===== config.mk =====
export PLATFORM = sky130hd
export DESIGN_NAME = weight_load_sequencer
export DESIGN_NICKNAME = d
export VERILOG_FILES = /design/src/rtl/nn_pkg.sv /design/src/rtl/weight_load_sequencer.sv
export SDC_FILE = /design/constraint.sdc
export NUM_CORES = 1
export LEC_CHECK = 0
export CAP_MARGIN = 20
export CORE_MARGIN = 2
export CORE_UTILIZATION = 38
export DETAILED_ROUTE_END_ITERATION = 12
export PLACE_DENSITY_LB_ADDON = 0.15
export SLEW_MARGIN = 20
export SYNTH_ARGS = -nofsm -noshare
export SYNTH_HDL_FRONTEND = slang
export SYNTH_SLANG_ARGS = --single-unit
export TNS_END_PERCENT = 1

===== constraint.sdc =====
create_clock -name clk -period 3.5 [get_ports clk]
set_input_delay 0.525 -clock clk [delete_from_list [all_inputs] [get_ports clk]]
set_output_delay 0.525 -clock clk [all_outputs]
set_load 0.02 [all_outputs]

===== src/rtl/nn_pkg.sv =====
// Shared types and constants for the neural-network datapath blocks.
// Used by the weight-load sequencer and the activation/sum stages.
package nn_pkg;

    localparam int NN_LAYER_STRIDE = 16;
    localparam int NN_NUM_LAYERS   = 3;

    typedef enum logic [2:0] {
        S_IDLE,
        S_ISSUE,
        S_WAIT,
        S_WRITE,
        S_SUM,
        S_DONE
    } wls_state_t;

    function automatic int CLOG2_MIN1(input int n);
        return (n > 1) ? $clog2(n) : 1;
    endfunction

endpackage


===== src/rtl/weight_load_sequencer.sv =====
// Streams one layer's weight block from the weight RAM into the neuron
// units' local register files, then fires the accumulate trigger.
module weight_load_sequencer
    import nn_pkg::*;
#(
    parameter int ADDR_W           = 10,
    parameter int NUM_UNITS        = 4,
    parameter int WEIGHTS_PER_UNIT = 4,
    parameter int RAM_LATENCY      = 2,
    parameter int NUM_LAYERS       = NN_NUM_LAYERS,
    parameter int LAYER_STRIDE     = NN_LAYER_STRIDE,
    parameter int LAYER_W          = 2
) (
    input  logic                                    clk,
    input  logic                                    reset,
    input  logic                                    start,
    input  logic [LAYER_W-1:0]                      layer,
    input  logic                                    abort,
    output logic [ADDR_W-1:0]                       ram_addr,
    output logic                                    ram_en,
    output logic [CLOG2_MIN1(NUM_UNITS)-1:0]        unit_sel,
    output logic [CLOG2_MIN1(WEIGHTS_PER_UNIT)-1:0] unit_addr,
    output logic                                    unit_write,
    output logic                                    sum_trigger,
    output logic                                    busy,
    output logic                                    done,
    output logic                                    err
);

    localparam int UNIT_W = CLOG2_MIN1(NUM_UNITS);
    localparam int WORD_W = CLOG2_MIN1(WEIGHTS_PER_UNIT);
    localparam int LAT_W  = CLOG2_MIN1(RAM_LATENCY);

    localparam logic [UNIT_W-1:0] LAST_UNIT = UNIT_W'(NUM_UNITS - 1);
    localparam logic [WORD_W-1:0] LAST_WORD = WORD_W'(WEIGHTS_PER_UNIT - 1);
    localparam logic [LAT_W-1:0]  LAT_LOAD  = LAT_W'(RAM_LATENCY - 1);
    localparam logic [31:0]       NL        = NUM_LAYERS;

    generate
        if (NUM_UNITS * WEIGHTS_PER_UNIT > LAYER_STRIDE) begin : g_bad_stride
            $error("weight block of one layer overlaps the next layer");
        end
        if (NUM_UNITS < 1 || WEIGHTS_PER_UNIT < 1 || RAM_LATENCY < 1) begin : g_bad_size
            $error("unit count, words per unit and RAM latency must be >= 1");
        end
    endgenerate

    wls_state_t          state;
    logic [ADDR_W-1:0]   base;
    logic [ADDR_W-1:0]   offset;
    logic [LAT_W-1:0]    lat_cnt;
    logic                sum_cnt;
    logic [ADDR_W-1:0]   layer_base;
    logic [ADDR_W-1:0]   offset_nxt;
    logic                layer_ok;
    logic                last_word;

    assign layer_base = ADDR_W'(layer) * ADDR_W'(LAYER_STRIDE);
    assign layer_ok   = 32'(layer) < NL;
    assign offset_nxt = offset + ADDR_W'(1);
    assign last_word  = (unit_sel == LAST_UNIT) && (unit_addr == LAST_WORD);

    always_ff @(posedge clk) begin
        if (reset) begin
            state       <= S_IDLE;
            base        <= '0;
            offset      <= '0;
            lat_cnt     <= '0;
            sum_cnt     <= 1'b0;
            ram_addr    <= '0;
            ram_en      <= 1'b0;
            unit_sel    <= '0;
            unit_addr   <= '0;
            unit_write  <= 1'b0;
            sum_trigger <= 1'b0;
            busy        <= 1'b0;
            done        <= 1'b0;
            err         <= 1'b0;
        end else begin
            ram_en      <= 1'b0;
            unit_write  <= 1'b0;
            sum_trigger <= 1'b0;
            done        <= 1'b0;
            err         <= 1'b0;
            // Abort is only meaningful once a load is in flight.
            if (state != S_IDLE && abort) begin
                state <= S_IDLE;
                busy  <= 1'b0;
            end else begin
                unique case (state)
                    S_IDLE: begin
                        if (start && layer_ok) begin
                            base      <= layer_base;
                            offset    <= '0;
                            unit_sel  <= '0;
                            unit_addr <= '0;
                            ram_addr  <= layer_base;
                            ram_en    <= 1'b1;
                            busy      <= 1'b1;
                            state     <= S_ISSUE;
                        end else if (start) begin
                            err <= 1'b1;
                        end
                    end
                    S_ISSUE: begin
                        lat_cnt <= LAT_LOAD;
                        state   <= S_WAIT;
                    end
                    S_WAIT: begin
                        if (lat_cnt == '0) begin
                            unit_write <= 1'b1;
                            state      <= S_WRITE;
                        end else begin
                            lat_cnt <= lat_cnt - LAT_W'(1);
                        end
                    end
                    S_WRITE: begin
                        if (last_word) begin
                            sum_trigger <= 1'b1;
                            sum_cnt     <= 1'b0;
                            state       <= S_SUM;
                        end else begin
                            // One running offset spans all units of the layer.
                            offset   <= offset_nxt;
                            ram_addr <= base + offset_nxt;
                            ram_en   <= 1'b1;
                            state    <= S_ISSUE;
                            if (unit_addr == LAST_WORD) begin
                                unit_addr <= '0;
                                unit_sel  <= unit_sel + UNIT_W'(1);
                            end else begin
                                unit_addr <= unit_addr + WORD_W'(1);
                            end
                        end
                    end
                    S_SUM: begin
                        if (!sum_cnt) begin
                            sum_cnt     <= 1'b1;
                            sum_trigger <= 1'b1;
                        end else begin
                            done  <= 1'b1;
                            state <= S_DONE;
                        end
                    end
                    S_DONE: begin
                        busy  <= 1'b0;
                        state <= S_IDLE;
                    end
                    default: begin
                        busy  <= 1'b0;
                        state <= S_IDLE;
                    end
                endcase
            end
        end
    end

endmodule


---- Word-level counts from Yosys, hierarchy flattened ----
Index checks and enable logic that the tools add are counted.
word-level totals
  flip-flop bits (word level) ............. 37
  output and inout bits ................... 20
operators by class
  add/subtract/negate cells ............... 5
  order comparisons ....................... 1
  equality and inequality tests ........... 12
  muxes and demuxes ....................... 33
  bitwise operators ....................... 5
  reduce and logical (&&, ||, !) cells .... 20
operators by type and width
  operator                                                               count
  10-bit 2-to-1 mux                                                      4
  10-bit case mux with 2 select lines                                    2
  3-bit case mux with 5 select lines                                     1
  3-bit 2-to-1 mux                                                       4
  2-bit inequality test, second input constant                           6
  10-bit by 1-bit adder with 10-bit output, second input constant        1
  6-bit by 10-bit adder with 10-bit output                               1
  1-bit 2-to-1 mux                                                       10
  2-bit 2-to-1 mux                                                       5
  1-bit case mux with 2 select lines                                     5
  3-bit AND reduction                                                    3
  2-bit case mux with 2 select lines                                     2
  4-bit OR reduction                                                     2
  3-bit by 2-bit equality test with 1-bit output, second input constant  2
  2-bit nonzero test                                                     3
  3-bit OR reduction                                                     2
  1-bit inverter                                                         5
  5-bit AND reduction                                                    1
  2-bit by 1-bit adder with 2-bit output, second input constant          2
  2-bit equality test, second input constant                             2
  2-bit AND reduction                                                    2
  4-bit AND reduction                                                    1
  3-bit by 1-bit equality test with 1-bit output, second input constant  1
  3-bit equality test, second input constant                             1
  6 further kinds                                                        8

---- Depth between registers and ports, before layout ----
Gate-level depths: netlist (run 1).
  depth after elaboration ................. 4
  mapped depth ............................ 9
  depth with buffers taken out ............ 9

---- Least setup slack after synthesis (run 1) ----
Ideal clock, no wire load.
  path kind ............................... flip-flop to flip-flop
  start point ............................. register, netlist name ram_addr[2]
  end point ............................... register ram_addr[9]
  setup time .............................. 0.122 ns
  arrival ................................. 2.152 ns
  required time ........................... 3.378 ns
  slack ................................... 1.226 ns
  cell stages (with the launch flop) ...... 10
  period minus slack after synthesis ...... 2.274 ns
  cells stage by stage .................... dfxtp_1 -> nand4_2 -> nor2_1 -> xor2_1 -> ha_1 -> a21o_1 -> or4b_4 -> a22oi_2 -> a2111oi_0 -> nand3b_1
RTL lines
  what                  line                          source
  end signal, assigned  weight_load_sequencer.sv:97   ram_addr <= layer_base;
  end signal, assigned  weight_load_sequencer.sv:125  ram_addr <= base + offset_nxt;
  end, declared         weight_load_sequencer.sv:19   output logic [ADDR_W-1:0] ram_addr,

==> flow_summary.yaml, run 1 <==
detailed_routing:
  vias: 1406
  wl_per_cell_um: 13.49
  ant_nets: 0
  drtIter0Drc: 63
  routed_wirelength_um: 3562
  via_per_inst: 5.326
  dr.pass1.iters: 4
  post-route-drc-count: 0
yosys:
  synth.yosys.seq_area_share_pct: 39.61
  synth_most_common_cell: "dfxtp_1"
  ys_ff_latch: 33
  synth_edf_count: 0
  synth_top_area_share_pct: 39.61
  ys.flop_type: "dfxtp_1"
  async_flop_share_pct: 0
  synthesis.instances: 193
  yosysTopAreaCell: "dfxtp_1"
  synthesis.nets: 205
  netlist_area_sq_um: 1668
  synth.avg_cell_area_sq_um: 8.642
  synth.area.top_cells: "dfxtp_1, a21oi_1, nor2_1"
  synth_cell_type_count: 49
  ys_top_cells_by_count: "dfxtp_1, nor2_1, a21oi_1"
  yosys_warnings: 0
sta:
  whs_ns: 0.4722
  fin_setup_tns_ns: 0
  rsz0062_at_grt: "no"
  slew_headroom_pct: 29.88
  hold_viol: 0
  fmax_mhz: 393.2
  setup_viol: 0
  clock_skew_ns: 0.003532
  finalCritPeriodShare_pct: 72.67
  finalCriticalPeriod_ns: 2.543
  worst_slew_pin_slew_ns: 1.052
  drv_slew: 0
die:
  pin_count: 26
  die_y_um: 70.25
  die_w_um: 70.25
  num_rows: 24
  die_area_sq_um: 4935
  core_sq_um: 4294
  initial_utilization_pct: 38.84
global_route:
  met2_usage_pct: 22.64
  grt_pass1_vias: 1335
  grt_usage_pct: 15.51
  met3_usage_pct: 5.051
  grt_pass1_wl_um: 6147
  antenna_found_initial: 0
  grt_max_degree: 22
  grt_overflow: 0
  grt.met1_usage_pct: 21.71
  busiest_layer: "met2"
final_layout:
  syn_to_final_growth_pct: 19.28
  fillers: 446
  drive_gt1_share_pct: 6.604
  antenna_cells: 0
  nets: 223
  final_area_sq_um: 1989
clock_network:
  htree_levels: 2
  clock_path_buffers: 2
  cts_hold_buf: 0
  cts_setup_buffers: 0
  clk-insertion-delay-late_ns: 0.28
  clk_pin_slew_worst_paths_ns: 0.06
  cts_tree: "yes"
  clock-sinks: 33
  cts_made_buffers: 5
  root_buffer: "clkbuf_8"
  cts_resized: 0
place:
  placed_cell_area_sq_um: 1909
  io_buffers: 25
  hpwl_um: 2560
  gp_congestion: 0.8761
critical_path:
  slowest_delay_ns: 0.48
  worstPathArrival_ns: 2.70
  crit_fanout: 5
  crit_type: "reg -> reg"
  setup.worst_path.end_class: "register"
  critPathBufInv: 0
  startpoint_type: "register"
  cpLargestDelayFamily: "simple AND/OR/NAND/NOR gates"
  crit_slowest_cell: "or4b_4"
  crit_chain: "nand4_2, nor2_1, xor2_1, ha_1, a21o_1, or4b_4, a22oi_2, a2111oi_0, nand3b_1"
  required_ns: 3.66
pwr:
  power.density_nw_per_um2: 396.7
  leakage_uw: 0.0007010
  max-vdd-ir-drop_v: 0.0001877
worst_hold_path:
  hold_class: "reg -> reg"
run_status:
  status: "finished, final reports clean"
flow_run:
  cap_violations: 0
[power by group]
part | leakage [uW] | internal, uW | switching [uW]
logic | 0.000394 | 45.1 | 66.0
registers | 0.000268 | 391 | 16.5
clock network | 0.0000395 | 141 | 129
[sequential cells by signal, indices dropped and copies added (netlist names)]
signal	cells
base	2
offset	6
sum_cnt	1
lat_cnt	1
unit_addr	2
ram_addr	10
sum_trigger	1
err	1
unit_write	1
busy	1
ram_en	1
done	1
state	3
unit_sel	2
[routing by layer]
metal	routed length, um	share of wire, %	up-vias
met5	0	0	-
met4	19	0.53	0
met3	166	4.7	2
met2	1593	45	32
met1	1782	50	655
li1	-	-	717
[worst register-to-register path, delay by kind of cell (launching register included)]
family | cells | cell delay, ns
DFF | 1 | 0.46
AOI/OAI and AO/OA | 3 | 0.43
and+or+nand+nor | 4 | 1.03
xor gates and xnor gates | 1 | 0.30
adders and majority gates | 1 | 0.21
[logic make-up after synthesis]
logic type	count (synthesis)	share of synthesized area, %
compound gates	49	19.21
simple gates	73	23.18
xor+xnor	10	6.076
fa+ha+maj	6	4.951
buf+inv	20	5.776
mux	2	1.200
flops	33	39.61
[cell type report]
type                       count  area, sq um  area share [%]
clock buffer                   8        80.08           4.025
inverter                       6        22.52           1.132
multi-input combinational    140        910.9           45.79
sequential                    33        660.6           33.21
tap                           52        65.06           3.270
timing repair buffer          25        250.2           12.58
[through the flow]
step | power [uW] | util (%) | setup slack (ns) | cells
after floorplan | 488.4 | - | 1.226 | 193
after global placement | 526.9 | 44.46 | 0.9613 | 256
after detailed placement | 527.5 | 44.46 | 0.9103 | 256
after CTS | 800.8 | 46.33 | 0.9455 | 264
after global routing | 833.3 | 46.33 | 0.7146 | 264
final | 789.3 | 46.33 | 0.9566 | 264
[final timing paths]
path,slack [ns],from,to,cells after the start
worst min register to register,0.47,base[4]$_SDFFE_PP0P_,base[4]$_SDFFE_PP0P_,2
worst max-delay path,0.96,ram_addr[2]$_SDFFE_PP0P_,ram_addr[9]$_SDFFE_PP0P_,9
worst max register to register,0.96,ram_addr[2]$_SDFFE_PP0P_,ram_addr[9]$_SDFFE_PP0P_,9
worst min-delay path,0.47,base[4]$_SDFFE_PP0P_,base[4]$_SDFFE_PP0P_,2
[placed cells by master, fill, tap and decap left out, types with 2 or more instances in the layout]
cell type / count
mux2i_1: 2
ha_1: 5
nor2_1: 25
nand4_1: 2
nor4_1: 2
nand3_1: 6
a2bb2oi_1: 2
or3_1: 2
a21oi_1: 20
a21o_1: 2
nand2_1: 17
o21ai_0: 5
inv_1: 6
xor2_1: 5
o21ai_1: 2
dfxtp_1: 33
xnor2_1: 4
a22oi_1: 4
a211oi_1: 3
nor3_1: 7
clkbuf_8: 5
clkbuf_1: 3
clkdlybuf4s50_1: 25
(Power assumes the default switching activity.)
==> run 2, diff against run 1 <==
clock period = 2 ns   (was 3.5 ns; I/O delays follow)
==> flow_summary.yaml, run 2 (synthesized netlist as in run 1, its figures left out) <==
die:
  initial_utilization_pct: 38.84
  core_sq_um: 4294
  die_y_um: 70.25
  die_area_sq_um: 4935
  num_rows: 24
  pin_count: 26
  die_w_um: 70.25
sta:
  slew_headroom_pct: 69.70
  clock_skew_ns: 0.005202
  finalCriticalPeriod_ns: 2.195
  setup_viol: 3
  fmax_mhz: 455.5
  finalCritPeriodShare_pct: 109.8
  hold_viol: 0
  worst_slew_pin_slew_ns: 0.4513
  drv_slew: 0
  rsz0062_at_grt: "yes"
  layout_setup_ws_ns: -0.1953
critical_path:
  crit_fanout: 3
  crit_type: "reg -> reg"
  cpLargestDelayFamily: "simple AND/OR/NAND/NOR gates"
  crit_chain: "nand4_4, nor2_4, xor2_2, ha_4, a21o_1, or4b_4, a22oi_2, a2111oi_2, nand3b_1"
  worstPathArrival_ns: 2.36
  crit_slowest_cell: "or4b_4"
  setup.worst_path.end_class: "register"
  slowest_delay_ns: 0.47
  critPathBufInv: 0
  required_ns: 2.17
  startpoint_type: "register"
final_layout:
  final_cell_mix: "dfxtp_1, buf_4, clkdlybuf4s50_1"
  nets: 252
  largest-register: "ram_addr"
  fillers: 394
  antenna_cells: 0
  syn_to_final_growth_pct: 39.46
  largest_reg_flops: 10
  drive_gt1_share_pct: 24.07
  reg_top3: "ram_addr x10, offset x6, state x3"
pwr:
  total_power_uw: 1595
  max-vdd-ir-drop_v: 0.0003835
  power_switching_uw: 399.6
  leakage_uw: 0.0008740
  clock_power_share_pct: 40.7
  comb_power_share_pct: 15.3
  power.internal_uw: 1196
  seq_power_share_pct: 44.0
  switching_share_pct: 25.05
  power.density_nw_per_um2: 685.8
detailed_routing:
  via_per_inst: 5.212
  drtIter0Drc: 59
  wl_met2_um: 1808
  ant_nets: 0
  vias: 1527
  dr.pass1.iters: 4
  post-route-drc-count: 0
  wl_per_cell_um: 13.53
  dr.max_layer_used: "met4"
  wl_met3_um: 181
  routed_wirelength_um: 3964
  wl_met1_um: 1937
clock_network:
  root_buffer: "clkbuf_8"
  clk_pin_slew_worst_paths_ns: 0.07
  cts_tree: "yes"
  clock_path_buffers: 2
  htree_levels: 2
  cts_made_buffers: 5
  clk-insertion-delay-late_ns: 0.28
  cts_hold_buf: 0
  clock-sinks: 33
global_route:
  grt_overflow: 0
  grt_max_degree: 12
  antenna_found_initial: 0
  grt_pass1_wl_um: 6555
  grt_pass1_vias: 1396
  grt_usage_pct: 16.81
run_status:
  status: "finished with violations"
  violations: "negative setup slack"
worst_hold_path:
  hold_class: "reg -> reg"
place:
  hpwl_um: 2919
  io_buffers: 25
  pre_cts_ws_ns: -0.2394
  gp_congestion: 0.8999
flow_run:
  cap_violations: 0
==> run 2: cell count changes in the layout (fill, tap and decap cells not counted), moves of 2 or more <==
cell | previous run | this run
dfxtp_4 | 0 | 4
ha_4 | 0 | 2
dfxtp_1 | 33 | 29
buf_4 | 0 | 29
ha_1 | 5 | 2
clkbuf_1 | 3 | 1
==> run 2: path summary, 6_finish.rpt <==
| check | startpoint | to | slack [ns] | cells past startpoint |
|---|---|---|---|---|
| worst max-delay path | ram_addr[1]$_SDFFE_PP0P_ | ram_addr[9]$_SDFFE_PP0P_ | -0.20 | 9 |
| worst min-delay path | lat_cnt$_SDFFE_PP0P_ | unit_write$_SDFF_PP0_ | 0.47 | 1 |
| worst max register to register | ram_addr[1]$_SDFFE_PP0P_ | ram_addr[9]$_SDFFE_PP0P_ | -0.20 | 9 |
| worst min register to register | lat_cnt$_SDFFE_PP0P_ | unit_write$_SDFF_PP0_ | 0.47 | 1 |
==> run 2: cell type report <==
| type | count | area [sq um] | share of cell area, % |
|---|---|---|---|
| tap | 52 | 65.06 | 2.797 |
| sequential | 33 | 675.6 | 29.05 |
| timing repair buffer | 54 | 467.9 | 20.12 |
| clock inverter | 1 | 30.03 | 1.291 |
| clock buffer | 7 | 86.33 | 3.712 |
| multi-input combinational | 140 | 978.4 | 42.07 |
| inverter | 6 | 22.52 | 0.9683 |
==> run 2: what timing repair did <==
action                                  CTS  global route
resized for setup                         7             1
buffers inserted                          4             1
pin swaps                                 9             7
endpoints found under the setup margin    4             5
==> run 2: stage by stage <==
step	hold slack, ns	setup TNS, ns	std cells	util [%]	area (sq um)
2_1_floorplan	0.4350	-0.3192	193	-	1712
3_3_place_gp	0.4585	-0.3827	280	49.68	2133
3_5_place_dp	0.4594	-0.5081	280	49.68	2133
4_1_cts	0.4723	-0.4179	292	53.99	2318
5_1_grt	0.5058	-0.5781	293	54.17	2326
6_report	0.4708	-0.3894	293	54.17	2326
==> run 2: routing by layer <==
layer / vias to the layer above / track usage (%)
met3: 4 / 4.618
met1: 707 / 23.83
met4: 0 / 4.915
li1: 778 / -
met2: 38 / 24.95
met5: - / 0
==> run 2: power by group through the flow <==
stage / Clock [uW] / Combinational, uW / Sequential [uW]
after floorplan: 0 / 122 / 728
after global placement: 0 / 239 / 713
after detailed placement: 0 / 242 / 715
after CTS: 662 / 244 / 701
after global routing: 698 / 267 / 704
final: 649 / 245 / 701
==> run 3, diff against run 2 <==
CORE_MARGIN = unset   (was 2)
==> flow_summary.yaml, run 3 (synthesized netlist as in run 1, its figures left out) <==
global_route:
  met2_usage_pct: 29.29
  grt_overflow: 0
  grt_pass1_wl_um: 6465
  busiest_layer: "met2"
  met3_usage_pct: 6.333
  grt_pass1_vias: 1383
  grt.met1_usage_pct: 24.60
  antenna_found_initial: 0
  grt_max_degree: 13
  grt_usage_pct: 18.88
sta:
  finalCriticalPeriod_ns: 2.203
  slew_headroom_pct: 71.18
  drv_slew: 0
  layout_setup_ws_ns: -0.2034
  finalCritPeriodShare_pct: 110.2
  rsz0062_at_grt: "yes"
  clock_skew_ns: 0.009145
  setup_viol: 3
  whs_ns: 0.4750
  hold_viol: 0
  fmax_mhz: 453.8
  worst_slew_pin_slew_ns: 0.4309
die:
  die_w_um: 68.25
  die_area_sq_um: 4658
  die_y_um: 68.25
  initial_utilization_pct: 40.53
  num_rows: 23
  pin_count: 26
  core_sq_um: 4115
clock_network:
  cts_hold_buf: 0
  clock_path_buffers: 2
  cts_tree: "yes"
  clk-insertion-delay-late_ns: 0.28
  root_buffer: "clkbuf_8"
  clock-sinks: 33
  clk_pin_slew_worst_paths_ns: 0.07
  htree_levels: 2
  cts_made_buffers: 5
critical_path:
  r2r_slack_ns: -0.20
  reg2reg_from: "ram_addr[0]$_SDFFE_PP0P_"
  crit_type: "reg -> reg"
  setup.worst_path.end_class: "register"
  crit_slowest_cell: "or4b_4"
  worstPathArrival_ns: 2.41
  r2r_cells: 9
  crit_fanout: 4
  rr_endpoint: "ram_addr[7]$_SDFFE_PP0P_"
  startpoint_type: "register"
  slowest_delay_ns: 0.48
  required_ns: 2.21
  crit_chain: "nand4_4, nor2_4, xor2_2, ha_4, a21o_1, or4b_4, and4_4, o31a_1, nor2_1"
pwr:
  power.density_nw_per_um2: 619.8
  total_power_uw: 1411
  max-vdd-ir-drop_v: 0.0003866
  leakage_uw: 0.0008471
worst_hold_path:
  worst_hold_path.endpoint: "base[4]$_SDFFE_PP0P_"
  hold_class: "reg -> reg"
  whs_path_depth: 2
  holdCritStartpoint: "base[4]$_SDFFE_PP0P_"
final_layout:
  reg_top3: "ram_addr x10, offset x6, state x3"
  nets: 249
  largest-register: "ram_addr"
  syn_to_final_growth_pct: 36.46
  fillers: 373
  final_cell_mix: "dfxtp_1, clkdlybuf4s50_1, nor2_1, buf_4, a21oi_1"
  drive_gt1_share_pct: 22.69
  final_cells: 288
  seq_area_sq_um: 675.6
  multi_input_comb_area_sq_um: 979.7
  largest_reg_flops: 10
  antenna_cells: 0
  final_common_cell: "dfxtp_1"
run_status:
  violations: "negative setup slack"
  status: "finished with violations"
place:
  hpwl_um: 2871
  place_inst: 273
  gp_congestion: 0.7400
  io_buffers: 25
  pre_cts_ws_ns: -0.2659
detailed_routing:
  post-route-drc-count: 0
  via_per_inst: 5.281
  ant_nets: 0
  wl_per_cell_um: 13.55
  dr.pass1.iters: 4
  vias: 1521
  routed_wirelength_um: 3902
  drtIter0Drc: 78
flow_run:
  cap_violations: 0
## run 3: changes by cell type in the layout (fill, tap and decap cells not counted)
| cell | before | now |
|---|---|---|
| a2111oi_2 | 1 | 0 |
| a2bb2oi_2 | 0 | 1 |
| buf_6 | 0 | 2 |
| inv_2 | 1 | 0 |
| a2111oi_1 | 0 | 1 |
| bufinv_16 | 1 | 0 |
| buf_4 | 29 | 24 |
| inv_1 | 5 | 6 |
| clkbuf_8 | 6 | 5 |
| a2bb2oi_1 | 2 | 1 |
| clkinv_2 | 0 | 2 |
## run 3: what timing repair did
action	in CTS	in global routing
endpoints found under the setup margin	4	4
resized for setup	4	5
pin swaps	8	9
setup buffers	4	3
## run 3: final cells by class
type                       count  area share, %
inverter                       6         0.9896
multi-input combinational    140          43.05
tap                           50          2.749
clock inverter                 2         0.4398
sequential                    33          29.69
clock buffer                   6          3.189
timing repair buffer          51          19.90
## run 3: worst max path at each step
| stage | start | endpoint | slack [ns] | cells after the start |
|---|---|---|---|---|
| final | ram_addr[0]$_SDFFE_PP0P_ | ram_addr[7]$_SDFFE_PP0P_ | -0.20 | 9 |
| after floorplan | ram_addr[0]$_SDFFE_PP0P_ | ram_addr[7]$_SDFFE_PP0P_ | -0.15 | 9 |
| after detailed placement | ram_addr[0]$_SDFFE_PP0P_ | ram_addr[9]$_SDFFE_PP0P_ | -0.27 | 9 |
| after global placement | ram_addr[0]$_SDFFE_PP0P_ | ram_addr[9]$_SDFFE_PP0P_ | -0.17 | 9 |
| after global routing | ram_addr[0]$_SDFFE_PP0P_ | ram_addr[9]$_SDFFE_PP0P_ | -0.34 | 10 |
| after CTS | ram_addr[1]$_SDFFE_PP0P_ | ram_addr[9]$_SDFFE_PP0P_ | -0.22 | 9 |
## run 3: report_power, final
group          leakage (uW)  internal, uW  switching [uW]
Sequential         0.000271           679            29.7
Combinational      0.000531          98.3             125
Clock             0.0000450           241             238
## run 3: stage by stage
step                instance area, sq um  util [%]  setup TNS (ns)
global placement                    2093     50.87         -0.3833
CTS                                 2228     54.15         -0.3764
detailed placement                  2093     50.87         -0.6144
finish                              2276     55.31         -0.4894
global route                        2276     55.31          -1.074
floorplan                           1712         -         -0.3192
## run 3: per-layer routing
layer  wire length [um]  up-vias
met4                 36        0
met5                  0        -
met3                169        5
li1                   -      773
met1               1964      705
met2               1732       38
## run 3: critical path, delay by kind of cell (launching register included)
kind	cells	cell delay [ns]
xor gates and xnor gates	1	0.10
and+or+nand+nor	5	0.99
AOI/OAI and AO/OA	2	0.38
DFF	1	0.39
adders and majority gates	1	0.26
